$ cat config.mk
export PLATFORM = sky130hd
export DESIGN_NAME = peridot_config_i2c_arb
export DESIGN_NICKNAME = d
export VERILOG_FILES = /design/src/rtl/peridot_config_i2c_arb_pkg.sv /design/src/rtl/peridot_i2c_cond_det.sv /design/src/rtl/peridot_config_i2c_arb.sv
export SDC_FILE = /design/constraint.sdc
export NUM_CORES = 1
export LEC_CHECK = 0
export ABC_AREA = 1
export CORE_MARGIN = 2
export CORE_UTILIZATION = 40
export DETAILED_ROUTE_END_ITERATION = 8
export PLACE_DENSITY = 0.59
export SETUP_SLACK_MARGIN = 0.5
export SYNTH_ARGS = -nofsm -noshare
export SYNTH_HDL_FRONTEND = slang
export SYNTH_SLANG_ARGS = --single-unit
$ cat constraint.sdc
create_clock -name clk -period 2.1 [get_ports clk]
set_input_delay 0.21 -clock clk [delete_from_list [all_inputs] [get_ports clk]]
set_output_delay 0.21 -clock clk [all_outputs]
set_load 0.02 [all_outputs]
$ cat src/rtl/peridot_config_i2c_arb_pkg.sv
// Shared definitions for the board I2C bus arbiter: FSM encoding and default timing constants.
package peridot_config_i2c_arb_pkg;

  typedef enum logic [1:0] {
    ST_IDLE    = 2'd0,
    ST_GRANT0  = 2'd1,
    ST_GRANT1  = 2'd2,
    ST_RELEASE = 2'd3
  } arb_state_t;

  localparam int DEF_BUS_FREE_CYCLE = 64;
  localparam int DEF_TIMEOUT_CYCLE  = 1048576;
  localparam int DEF_SYNC_STAGES    = 2;

endpackage

$ cat src/rtl/peridot_i2c_cond_det.sv
// Synchronizes the physical SCL/SDA levels into clk and flags START, STOP and SCL edges.
module peridot_i2c_cond_det
  import peridot_config_i2c_arb_pkg::*;
#(
  parameter int SYNC_STAGES = DEF_SYNC_STAGES
) (
  input  logic clk,
  input  logic reset_n,
  input  logic i_scl,
  input  logic i_sda,
  output logic o_scl,
  output logic o_sda,
  output logic o_valid,
  output logic o_start,
  output logic o_stop,
  output logic o_scl_edge
);

  logic [SYNC_STAGES-1:0] r_scl_sync;
  logic [SYNC_STAGES-1:0] r_sda_sync;
  logic [SYNC_STAGES-1:0] r_vld;
  logic                   r_scl_d;
  logic                   r_sda_d;
  logic                   w_scl;
  logic                   w_sda;

  always_ff @(posedge clk or negedge reset_n) begin
    if (!reset_n) begin
      r_scl_sync <= '1;
      r_sda_sync <= '1;
      r_vld      <= '0;
      r_scl_d    <= 1'b1;
      r_sda_d    <= 1'b1;
    end else begin
      r_scl_sync <= {r_scl_sync[SYNC_STAGES-2:0], i_scl};
      r_sda_sync <= {r_sda_sync[SYNC_STAGES-2:0], i_sda};
      r_vld      <= {r_vld[SYNC_STAGES-2:0], 1'b1};
      r_scl_d    <= w_scl;
      r_sda_d    <= w_sda;
    end
  end

  assign w_scl = r_scl_sync[SYNC_STAGES-1];
  assign w_sda = r_sda_sync[SYNC_STAGES-1];

  // Synchronizer contents are reset values, not bus samples, until a real sample has propagated.
  assign o_valid    = r_vld[SYNC_STAGES-1];
  assign o_scl      = w_scl;
  assign o_sda      = w_sda;
  assign o_start    = o_valid & w_scl & r_sda_d & ~w_sda;
  assign o_stop     = o_valid & w_scl & ~r_sda_d & w_sda;
  assign o_scl_edge = o_valid & (w_scl ^ r_scl_d);

endmodule

$ cat src/rtl/peridot_config_i2c_arb.sv
// Two-master arbiter for the shared board I2C bus; grants whole START..STOP transactions.
// state      | meaning
// ST_IDLE    | no owner, bus drives released, waiting for free time and a request
// ST_GRANT0  | master 0 owns the bus, its drives are muxed to the pads
// ST_GRANT1  | master 1 owns the bus, its drives are muxed to the pads
// ST_RELEASE | one cycle with pads released, free counter restarts
module peridot_config_i2c_arb
  import peridot_config_i2c_arb_pkg::*;
#(
  parameter int BUS_FREE_CYCLE = DEF_BUS_FREE_CYCLE,
  parameter int TIMEOUT_CYCLE  = DEF_TIMEOUT_CYCLE,
  parameter int SYNC_STAGES    = DEF_SYNC_STAGES
) (
  input  logic clk,
  input  logic reset_n,
  input  logic m0_req,
  output logic m0_grant,
  input  logic m0_scl_o,
  input  logic m0_sda_o,
  input  logic m1_req,
  output logic m1_grant,
  input  logic m1_scl_o,
  input  logic m1_sda_o,
  input  logic bus_scl_i,
  input  logic bus_sda_i,
  output logic bus_scl_o,
  output logic bus_sda_o,
  output logic bus_busy,
  output logic timeout
);

  localparam int FREE_W = $clog2(BUS_FREE_CYCLE + 1);
  localparam int TO_W   = $clog2(TIMEOUT_CYCLE + 1);

  arb_state_t        r_state;
  arb_state_t        w_state_nxt;
  logic              r_last_grant;
  logic              r_busy;
  logic              r_timeout;
  logic              r_scl_o;
  logic              r_sda_o;
  logic [FREE_W-1:0] r_free;
  logic [TO_W-1:0]   r_act;

  logic w_scl;
  logic w_sda;
  logic w_valid;
  logic w_start;
  logic w_stop;
  logic w_scl_edge;
  logic w_granted;
  logic w_bus_free;
  logic w_to_hit;
  logic w_force;

  peridot_i2c_cond_det #(
    .SYNC_STAGES (SYNC_STAGES)
  ) u_cond_det (
    .clk        (clk),
    .reset_n    (reset_n),
    .i_scl      (bus_scl_i),
    .i_sda      (bus_sda_i),
    .o_scl      (w_scl),
    .o_sda      (w_sda),
    .o_valid    (w_valid),
    .o_start    (w_start),
    .o_stop     (w_stop),
    .o_scl_edge (w_scl_edge)
  );

  assign w_granted  = (r_state == ST_GRANT0) || (r_state == ST_GRANT1);
  assign w_bus_free = (r_free == FREE_W'(BUS_FREE_CYCLE));
  // Fires on the last counted cycle so the forced release lands exactly TIMEOUT_CYCLE after the last SCL edge.
  assign w_to_hit   = (r_act == TO_W'(TIMEOUT_CYCLE - 1));
  assign w_force    = w_granted & w_to_hit;

  always_ff @(posedge clk or negedge reset_n) begin
    if (!reset_n) r_state <= ST_IDLE;
    else          r_state <= w_state_nxt;
  end

  always_comb begin
    w_state_nxt = r_state;
    case (r_state)
      ST_IDLE: begin
        if (w_bus_free && !r_busy && !w_start) begin
          if (m0_req && m1_req) w_state_nxt = r_last_grant ? ST_GRANT0 : ST_GRANT1;
          else if (m0_req)      w_state_nxt = ST_GRANT0;
          else if (m1_req)      w_state_nxt = ST_GRANT1;
        end
      end
      ST_GRANT0: if (w_to_hit || (!m0_req && !r_busy)) w_state_nxt = ST_RELEASE;
      ST_GRANT1: if (w_to_hit || (!m1_req && !r_busy)) w_state_nxt = ST_RELEASE;
      ST_RELEASE: w_state_nxt = ST_IDLE;
      default:    w_state_nxt = ST_IDLE;
    endcase
  end

  always_comb begin
    m0_grant  = (r_state == ST_GRANT0);
    m1_grant  = (r_state == ST_GRANT1);
    bus_scl_o = r_scl_o;
    bus_sda_o = r_sda_o;
    bus_busy  = r_busy;
    timeout   = r_timeout;
  end

  always_ff @(posedge clk or negedge reset_n) begin
    if (!reset_n) begin
      r_last_grant <= 1'b1;
      r_busy       <= 1'b0;
      r_timeout    <= 1'b0;
      r_scl_o      <= 1'b1;
      r_sda_o      <= 1'b1;
      r_free       <= '0;
      r_act        <= '0;
    end else begin
      r_timeout <= w_force;

      if (w_force)      r_busy <= 1'b0;
      else if (w_start) r_busy <= 1'b1;
      else if (w_stop)  r_busy <= 1'b0;

      if (r_state == ST_GRANT0 && w_state_nxt == ST_RELEASE) r_last_grant <= 1'b0;
      if (r_state == ST_GRANT1 && w_state_nxt == ST_RELEASE) r_last_grant <= 1'b1;

      // Mux keyed on the next state so the pads follow the owner from the grant edge onward.
      case (w_state_nxt)
        ST_GRANT0: begin r_scl_o <= m0_scl_o; r_sda_o <= m0_sda_o; end
        ST_GRANT1: begin r_scl_o <= m1_scl_o; r_sda_o <= m1_sda_o; end
        default:   begin r_scl_o <= 1'b1;     r_sda_o <= 1'b1;     end
      endcase

      if (r_state == ST_RELEASE)                 r_free <= '0;
      else if (w_valid && !r_busy && w_scl && w_sda) begin
        if (!w_bus_free) r_free <= r_free + 1'b1;
      end else                                   r_free <= '0;

      if (!w_granted || w_scl_edge)             r_act <= '0;
      else if (r_act != TO_W'(TIMEOUT_CYCLE))   r_act <= r_act + 1'b1;
    end
  end

endmodule

== Word-level counts from Yosys, hierarchy flattened ==
Index checks and enable logic that the tools add are counted.
Cells by class
  add/subtract/negate cells: 2
  eq/ne operators: 10
  muxes and demuxes: 20
  bitwise logic cells: 10
  reductions and logical operators: 23
Operators by type and width (number)
  $mux W21: 2
  $add A21 B1 Y21 const B: 1
  $eq A21 B20 Y1 const B: 1
  $mux W7: 3
  $ne A21 B21 Y1 const B: 1
  $mux W2: 7
  $logic_and A1 B1 Y1: 10
  $eq A2 B2 Y1 const B: 4
  $pmux W2 S4: 1
  $add A7 B1 Y7 const B: 1
  $and A1 B1 Y1: 7
  $eq A7 B7 Y1 const B: 1
  $logic_not A1 Y1: 5
  $mux W1: 5
  $eq A2 B1 Y1 const B: 2
  $logic_or A1 B1 Y1: 4
  $pmux W1 S2: 2
  $reduce_bool A2 Y1: 2
  $ne A3 B3 Y1 const B: 1
  $reduce_bool A3 Y1: 1
  $logic_not A2 Y1: 1
  $not A1 Y1: 2
  $xor A1 B1 Y1: 1
Word-level totals
  register bits after elaboration: 43
  output and inout port bits: 6

== Logic depth before layout (Yosys ltp) ==
Gate-level depths: netlist (run 1).
  word-level depth: 11
  gate-level depth with buffers: 14
  gate-level depth less buffers: 13

== Cells and area by module ==
From an unflattened synthesis (run 1), not the netlist that was laid out.
Unflattened totals
  cell total of the unflattened synthesis: 295
  area, all modules: 2366.0 um^2
Modules (own cells, without submodules)
  peridot_config_i2c_arb: times used 1, cells an instance 278, area an instance 2122.0 um^2
  peridot_i2c_cond_det: times used 1, cells an instance 17, area an instance 244.0 um^2

== Worst setup path before layout (run 1) ==
Ideal clock, no wire load.
  path type: register to register
  start point: register r_act[0]
  end point: register r_scl_o (netlist: bus_scl_o)
  data arrival time: 1.790 ns
  data required time: 2.017 ns
  slack: 0.227 ns
  stages on the path, launching flop included: 11
  clock period less this slack: 1.873 ns
  cell sequence: dfrtp_1 -> ha_1 -> nand3_2 -> nor2_8 -> nand3_4 -> nand2_1 -> nand2_1 -> nand2_1 -> a21oi_1 -> ha_1 -> a221o_1
Between the ends
  cells in the longest elaborated chain, start to end: 6
Ends and longest elaborated chain
  from (decl): line peridot_config_i2c_arb.sv:43  | logic [TO_W-1:0] r_act;
  from (signal assigned): line peridot_config_i2c_arb.sv:140  | else if (r_act != TO_W'(TIMEOUT_CYCLE)) r_act <= r_act + 1'b1;
  $eq A21 B20 Y1 *: line peridot_config_i2c_arb.sv:74  | assign w_to_hit = (r_act == TO_W'(TIMEOUT_CYCLE - 1));
  $logic_or A1 B1 Y1, on equally long branches: line peridot_config_i2c_arb.sv:93, peridot_config_i2c_arb.sv:92
  $mux W2, on equally long branches: line peridot_config_i2c_arb.sv:93, peridot_config_i2c_arb.sv:92
  $pmux W2 S4 *: line peridot_config_i2c_arb.sv:84  | case (r_state)
  $eq A2 B2 Y1 / $eq A2 B1 Y1 (equally long branches): line peridot_config_i2c_arb.sv:128  | case (w_state_nxt)
  $pmux W1 S2 *: line peridot_config_i2c_arb.sv:128
  to (signal assigned): line peridot_config_i2c_arb.sv:129  | ST_GRANT0: begin r_scl_o <= m0_scl_o; r_sda_o <= m0_sda_o; end
  to (signal assigned): line peridot_config_i2c_arb.sv:130  | ST_GRANT1: begin r_scl_o <= m1_scl_o; r_sda_o <= m1_sda_o; end
  to (decl): line peridot_config_i2c_arb.sv:40  | logic r_scl_o;
Mark *: on every way between the ends. The rest lies on a longest branch, timed or not.
A chain may end at the register's enable or synchronous reset.

== Worst setup path in the final report (run 1) ==
  start point: register r_free[1]
  end point: register r_sda_o (netlist: bus_sda_o)
Between the ends
  cells in the longest elaborated chain, start to end: 7
Ends and longest elaborated chain
  from (decl): line peridot_config_i2c_arb.sv:42  | logic [FREE_W-1:0] r_free;
  from (signal assigned): line peridot_config_i2c_arb.sv:136  | if (!w_bus_free) r_free <= r_free + 1'b1;
  $eq A7 B7 Y1 *: line peridot_config_i2c_arb.sv:72  | assign w_bus_free = (r_free == FREE_W'(BUS_FREE_CYCLE));
  $logic_and A1 B1 Y1 * (2 in a row): line peridot_config_i2c_arb.sv:86  | if (w_bus_free && !r_busy && !w_start) begin
  $mux W2 *: line peridot_config_i2c_arb.sv:86
  $pmux W2 S4 *: line peridot_config_i2c_arb.sv:84
  $eq A2 B2 Y1 / $eq A2 B1 Y1 (equally long branches): line peridot_config_i2c_arb.sv:128
  $pmux W1 S2 *: line peridot_config_i2c_arb.sv:128
  to (signal assigned): line peridot_config_i2c_arb.sv:129
  to (signal assigned): line peridot_config_i2c_arb.sv:130
  to (decl): line peridot_config_i2c_arb.sv:41  | logic r_sda_o;
Marks and branches as above.

==> results of run 1 <==
-- cell type report --
type,instances,area (um2),share of cell area
multi-input cells,202,1280,0.428
flip-flops and latches,43,1090,0.364
repair buffers,31,265,0.0884
inverters,46,180,0.0601
well taps,75,93.8,0.0313
clock buffers,6,72.6,0.0242
clock inverters,2,12.5,0.00417
-- stage by stage --
stage | setup WS [ns] | instances
2_1_floorplan | 0.321 | 293
3_3_place_gp | 0.211 | 385
3_5_place_dp | 0.176 | 385
4_1_cts | 0.324 | 402
5_1_grt | 0.163 | 405
6_report | 0.281 | 405
-- power groups by stage --
stage          combinational, mW  clock, mW  sequential [mW]
6_report                    1.16      0.522             1.02
5_1_grt                     1.34      0.575             1.03
4_1_cts                     1.05      0.542             1.02
3_5_place_dp               0.998          0             1.04
3_3_place_gp               0.984          0             1.04
2_1_floorplan              0.723          0             1.05
-- metal layers --
metal	share of wire	global-route usage	wire, um
met1	0.45	0.200	2270
met2	0.49	0.286	2470
met3	0.033	0.0319	166
met4	0.019	0.0695	95
met5	0	0	0
-- flip-flops by register name (all words and copies together), names as in the netlist --
name and count:
bus_busy 1, bus_scl_o 1, bus_sda_o 1, r_act 21, r_free 7, r_last_grant 1
r_state 2, timeout 1, u_cond_det.r_scl_d 1, u_cond_det.r_scl_sync 2, u_cond_det.r_sda_d 1, u_cond_det.r_sda_sync 2
u_cond_det.r_vld 2
-- cells by family (layout without fill, tap and decap cells) --
kind of cell	after synthesis	after routing	synth area share
and+or+nand+nor	147	147	0.305
buffers and inverters	48	85	0.0780
AOI/OAI and AO/OA	38	38	0.0879
DFF	43	43	0.452
adders and majority gates	11	11	0.0572
xor gates and xnor gates	5	5	0.0182
other	1	1	0.00156
-- worst max-delay path by stage --
stage | startpoint | endpoint
after floorplan | r_free[0] | bus_scl_o
after global placement | r_free[0] | r_last_grant
after detailed placement | r_free[1] | r_last_grant
after CTS | r_free[0] | bus_sda_o
after global routing | r_free[1] | bus_sda_o
final | r_free[1] | bus_sda_o
-- worst max-delay path: cells and delay by family (launching register included) --
kind            cells  cell delay (ns)
flops               1             0.40
simple gates        5             0.48
fa+ha+maj           2             0.38
compound gates      2             0.40
buf+inv             1             0.08
-- timing repair --
action / in CTS / in global routing
setup buffers: 8 / 3
resized for setup: 20 / 23
endpoints found under the setup margin: 16 / 15
hold endpoints to repair: 7 / 0
pin swaps: 6 / 9
hold buffers: 1 / 0
-- layout by cell type, fill, tap and decap left out, types with 2 or more instances in the layout --
cell type                         count
sky130_fd_sc_hd__nor2_1              23
sky130_fd_sc_hd__nand2_2              5
sky130_fd_sc_hd__nor3_2               2
sky130_fd_sc_hd__dfrtp_1             30
sky130_fd_sc_hd__dfstp_2              9
sky130_fd_sc_hd__ha_1                 3
sky130_fd_sc_hd__xor2_1               5
sky130_fd_sc_hd__clkbuf_8             5
sky130_fd_sc_hd__nor2_2               9
sky130_fd_sc_hd__nand3_2              4
sky130_fd_sc_hd__dfrtp_2              4
sky130_fd_sc_hd__nand4_1              6
sky130_fd_sc_hd__nand2_1             54
sky130_fd_sc_hd__inv_1               35
sky130_fd_sc_hd__buf_4               14
sky130_fd_sc_hd__inv_2                9
sky130_fd_sc_hd__nor2_4               2
sky130_fd_sc_hd__a21oi_1             15
sky130_fd_sc_hd__ha_2                 4
sky130_fd_sc_hd__nand3_4              4
sky130_fd_sc_hd__dlygate4sd2_1        2
sky130_fd_sc_hd__o21ai_0              9
sky130_fd_sc_hd__ha_4                 4
sky130_fd_sc_hd__or2_2                2
sky130_fd_sc_hd__clkdlybuf4s50_1     10
sky130_fd_sc_hd__a221o_1              2
sky130_fd_sc_hd__o21ai_1              7
sky130_fd_sc_hd__nor3_1              10
sky130_fd_sc_hd__nand3_1             18
==> impl_metrics.prom, run 1 <==
# TYPE chip_impl_metric gauge
chip_impl_metric{name="grt_pass1_vias",unit=""} 1931
chip_impl_metric{name="dr_total_vias",unit=""} 1994
chip_impl_metric{name="crit_path_largest_cell_delay",unit="ns"} 0.40
chip_impl_info{name="worst_path_max_delay_cell",value="sky130_fd_sc_hd__dfrtp_1"} 1
chip_impl_metric{name="postSynthRegisterBits",unit=""} 43
chip_impl_metric{name="clock_latency",unit="ns"} 0.30
chip_impl_metric{name="residual_antenna_violating_net_count_after_detailed_routing",unit=""} 0
chip_impl_metric{name="antenna_found_initial",unit=""} 0
chip_impl_info{name="min_delay_worst_endpoint",value="u_cond_det.r_sda_sync[0]"} 1
chip_impl_metric{name="tns",unit="ns"} 0
chip_impl_metric{name="initial_standard_cell_utilization_of_the_core",unit=""} 0.411
chip_impl_metric{name="timing_worst_slew_pin_value",unit="ns"} 0.552
chip_impl_metric{name="synth-async-reset-ratio",unit=""} 1.00
chip_impl_metric{name="gr-total-overflow",unit=""} 0
chip_impl_metric{name="detailed_place_hpwl",unit="um"} 3480
chip_impl_info{name="root_buffer",value="sky130_fd_sc_hd__clkbuf_8"} 1
chip_impl_info{name="rsz0062_at_grt",value="true"} 1
chip_impl_info{name="critical_path.cell_chain",value="inv_2 > ha_4 > nand3_4 > nor2_4 > nand3_2 > nor2_2 > nor2_2 > a21oi_2 > ha_4 > a221o_1"} 1
chip_impl_metric{name="timing.critical_path.arrival",unit="ns"} 2.05
chip_impl_info{name="yosys-top-cells-area",value="sky130_fd_sc_hd__dfrtp_1 35%, sky130_fd_sc_hd__dfstp_2 9.8%, sky130_fd_sc_hd__nand2_1 9.0%"} 1
chip_impl_metric{name="reg2reg_depth",unit=""} 10
chip_impl_info{name="yosysTopAreaCell",value="sky130_fd_sc_hd__dfrtp_1"} 1
chip_impl_metric{name="seq_area_frac_synth",unit=""} 0.452
chip_impl_metric{name="place.gp.congestion",unit=""} 0.812
chip_impl_metric{name="power.share.sequential",unit=""} 0.378
chip_impl_metric{name="power.switching",unit="mW"} 1.02
chip_impl_metric{name="final_antenna_diode_count",unit=""} 0
chip_impl_metric{name="whs_path_cells",unit=""} 1
chip_impl_metric{name="buffer_ports.inserted",unit=""} 15
chip_impl_info{name="worstHoldStart",value="bus_sda_i"} 1
chip_impl_metric{name="grt_start_max_net_pins",unit=""} 44
chip_impl_metric{name="p_int",unit="mW"} 1.68
chip_impl_metric{name="total_leakage_power",unit="nW"} 1.35
chip_impl_metric{name="finalHoldWorstSlack",unit="ns"} 0.314
chip_impl_metric{name="floorplan.die.height",unit="um"} 81.6
chip_impl_metric{name="maximum_fanout_along_the_worst_path",unit=""} 3
chip_impl_metric{name="nNetsFinal",unit=""} 350
chip_impl_metric{name="switching_part_of_the_total",unit=""} 0.378
chip_impl_metric{name="post-synth-top-area-fraction",unit=""} 0.354
chip_impl_metric{name="max_clock_freq",unit="GHz"} 0.550
chip_impl_metric{name="power-per-cell-area",unit="mW/mm2"} 901
chip_impl_info{name="outcome",value="complete, no violations"} 1
chip_impl_metric{name="ir_worst_vdd",unit="uV"} 566
chip_impl_metric{name="synth_enable_flop_cells",unit=""} 0
chip_impl_metric{name="regToRegSetupSlack",unit="ns"} 0.28
chip_impl_info{name="synthTopCellsByCount",value="58 x sky130_fd_sc_hd__nand2_1, 41 x sky130_fd_sc_hd__inv_1, 34 x sky130_fd_sc_hd__dfrtp_1"} 1
chip_impl_metric{name="final_area",unit="mm2"} 0.00300
chip_impl_metric{name="post_dp_cell_area",unit="mm2"} 0.00272
chip_impl_metric{name="max-slew-margin-rel",unit=""} 0.632
chip_impl_metric{name="dr.first_iter.drc_count",unit=""} 118
chip_impl_metric{name="layout.filler_cells",unit=""} 539
chip_impl_metric{name="areaGrowthSynthToFinish",unit="%"} 24.6
chip_impl_metric{name="mean_post_synth_cell_area",unit="um2"} 8.21
chip_impl_info{name="synthMostInstantiatedCell",value="sky130_fd_sc_hd__nand2_1"} 1
chip_impl_metric{name="cts.reportedPaths.clkPinSlew",unit="ns"} 0.09
chip_impl_metric{name="clock_sinks",unit=""} 43
chip_impl_metric{name="route.detailed.wl_per_inst",unit="um"} 12.3
chip_impl_metric{name="yosys_warnings",unit=""} 0
chip_impl_metric{name="drive_above_1_share",unit=""} 0.276
chip_impl_info{name="min-delay-path-class",value="input pin to flop"} 1
chip_impl_metric{name="max_cap_violations",unit=""} 0
chip_impl_metric{name="cp_data_required_time",unit="ns"} 2.33
chip_impl_info{name="postSynth.topFlopCell",value="sky130_fd_sc_hd__dfrtp_1"} 1
chip_impl_metric{name="finalHoldViolations",unit=""} 0
chip_impl_metric{name="fp.dieW",unit="um"} 81.6
chip_impl_metric{name="combPwrFrac",unit=""} 0.429
chip_impl_metric{name="grt_util_all_layers",unit=""} 0.165
chip_impl_metric{name="minimum_period_implied_by_the_final_worst_setup_slack",unit="ns"} 1.82
chip_impl_metric{name="synthCells",unit=""} 293
chip_impl_metric{name="clock-skew-final",unit="ns"} 0.00703
chip_impl_metric{name="standard_cell_rows",unit=""} 28
chip_impl_metric{name="p_clk_frac",unit=""} 0.193
chip_impl_info{name="regToRegEndpoint",value="bus_sda_o"} 1
chip_impl_info{name="path_class",value="flop to flop"} 1
chip_impl_metric{name="wl",unit="um"} 5000
chip_impl_metric{name="slew_viol_final",unit=""} 0
chip_impl_metric{name="synth_fp_nets",unit=""} 314
chip_impl_metric{name="area_of_the_core_region",unit="mm2"} 0.00585
chip_impl_metric{name="synth_cell_types",unit=""} 34
chip_impl_metric{name="drcViolationCount",unit=""} 0
chip_impl_info{name="tritoncts",value="done"} 1
chip_impl_metric{name="power.total",unit="mW"} 2.70
chip_impl_metric{name="grt_first_pass_wirelength",unit="um"} 8450
chip_impl_metric{name="final_core_utilization",unit=""} 0.513
chip_impl_metric{name="period_share",unit=""} 0.866
chip_impl_metric{name="cts-root-to-sink-buffers",unit=""} 2
chip_impl_metric{name="fp.dieArea",unit="mm2"} 0.00665
chip_impl_metric{name="via_per_inst",unit=""} 4.92
chip_impl_metric{name="syn_area",unit="mm2"} 0.00241
chip_impl_metric{name="numCtsBuffers",unit=""} 5
chip_impl_info{name="timing.rr.start",value="r_free[1]"} 1
chip_impl_metric{name="h-tree-depth",unit=""} 2
chip_impl_info{name="endpoint_kind_of_the_worst_setup_timing_path",value="flop"} 1
chip_impl_metric{name="drt_first_pass_iters",unit=""} 4
chip_impl_metric{name="finalSetupViolCount",unit=""} 0
chip_impl_info{name="worstSetupStartpointType",value="flop"} 1
chip_impl_metric{name="pin_count",unit=""} 16
(Power assumes the default switching activity.)
==> run 2, diff against run 1 <==
Settings changed: SLEW_MARGIN from default to 15.
==> results of run 2 <==
Final layout, timing and power as in run 1 (identical DEF).
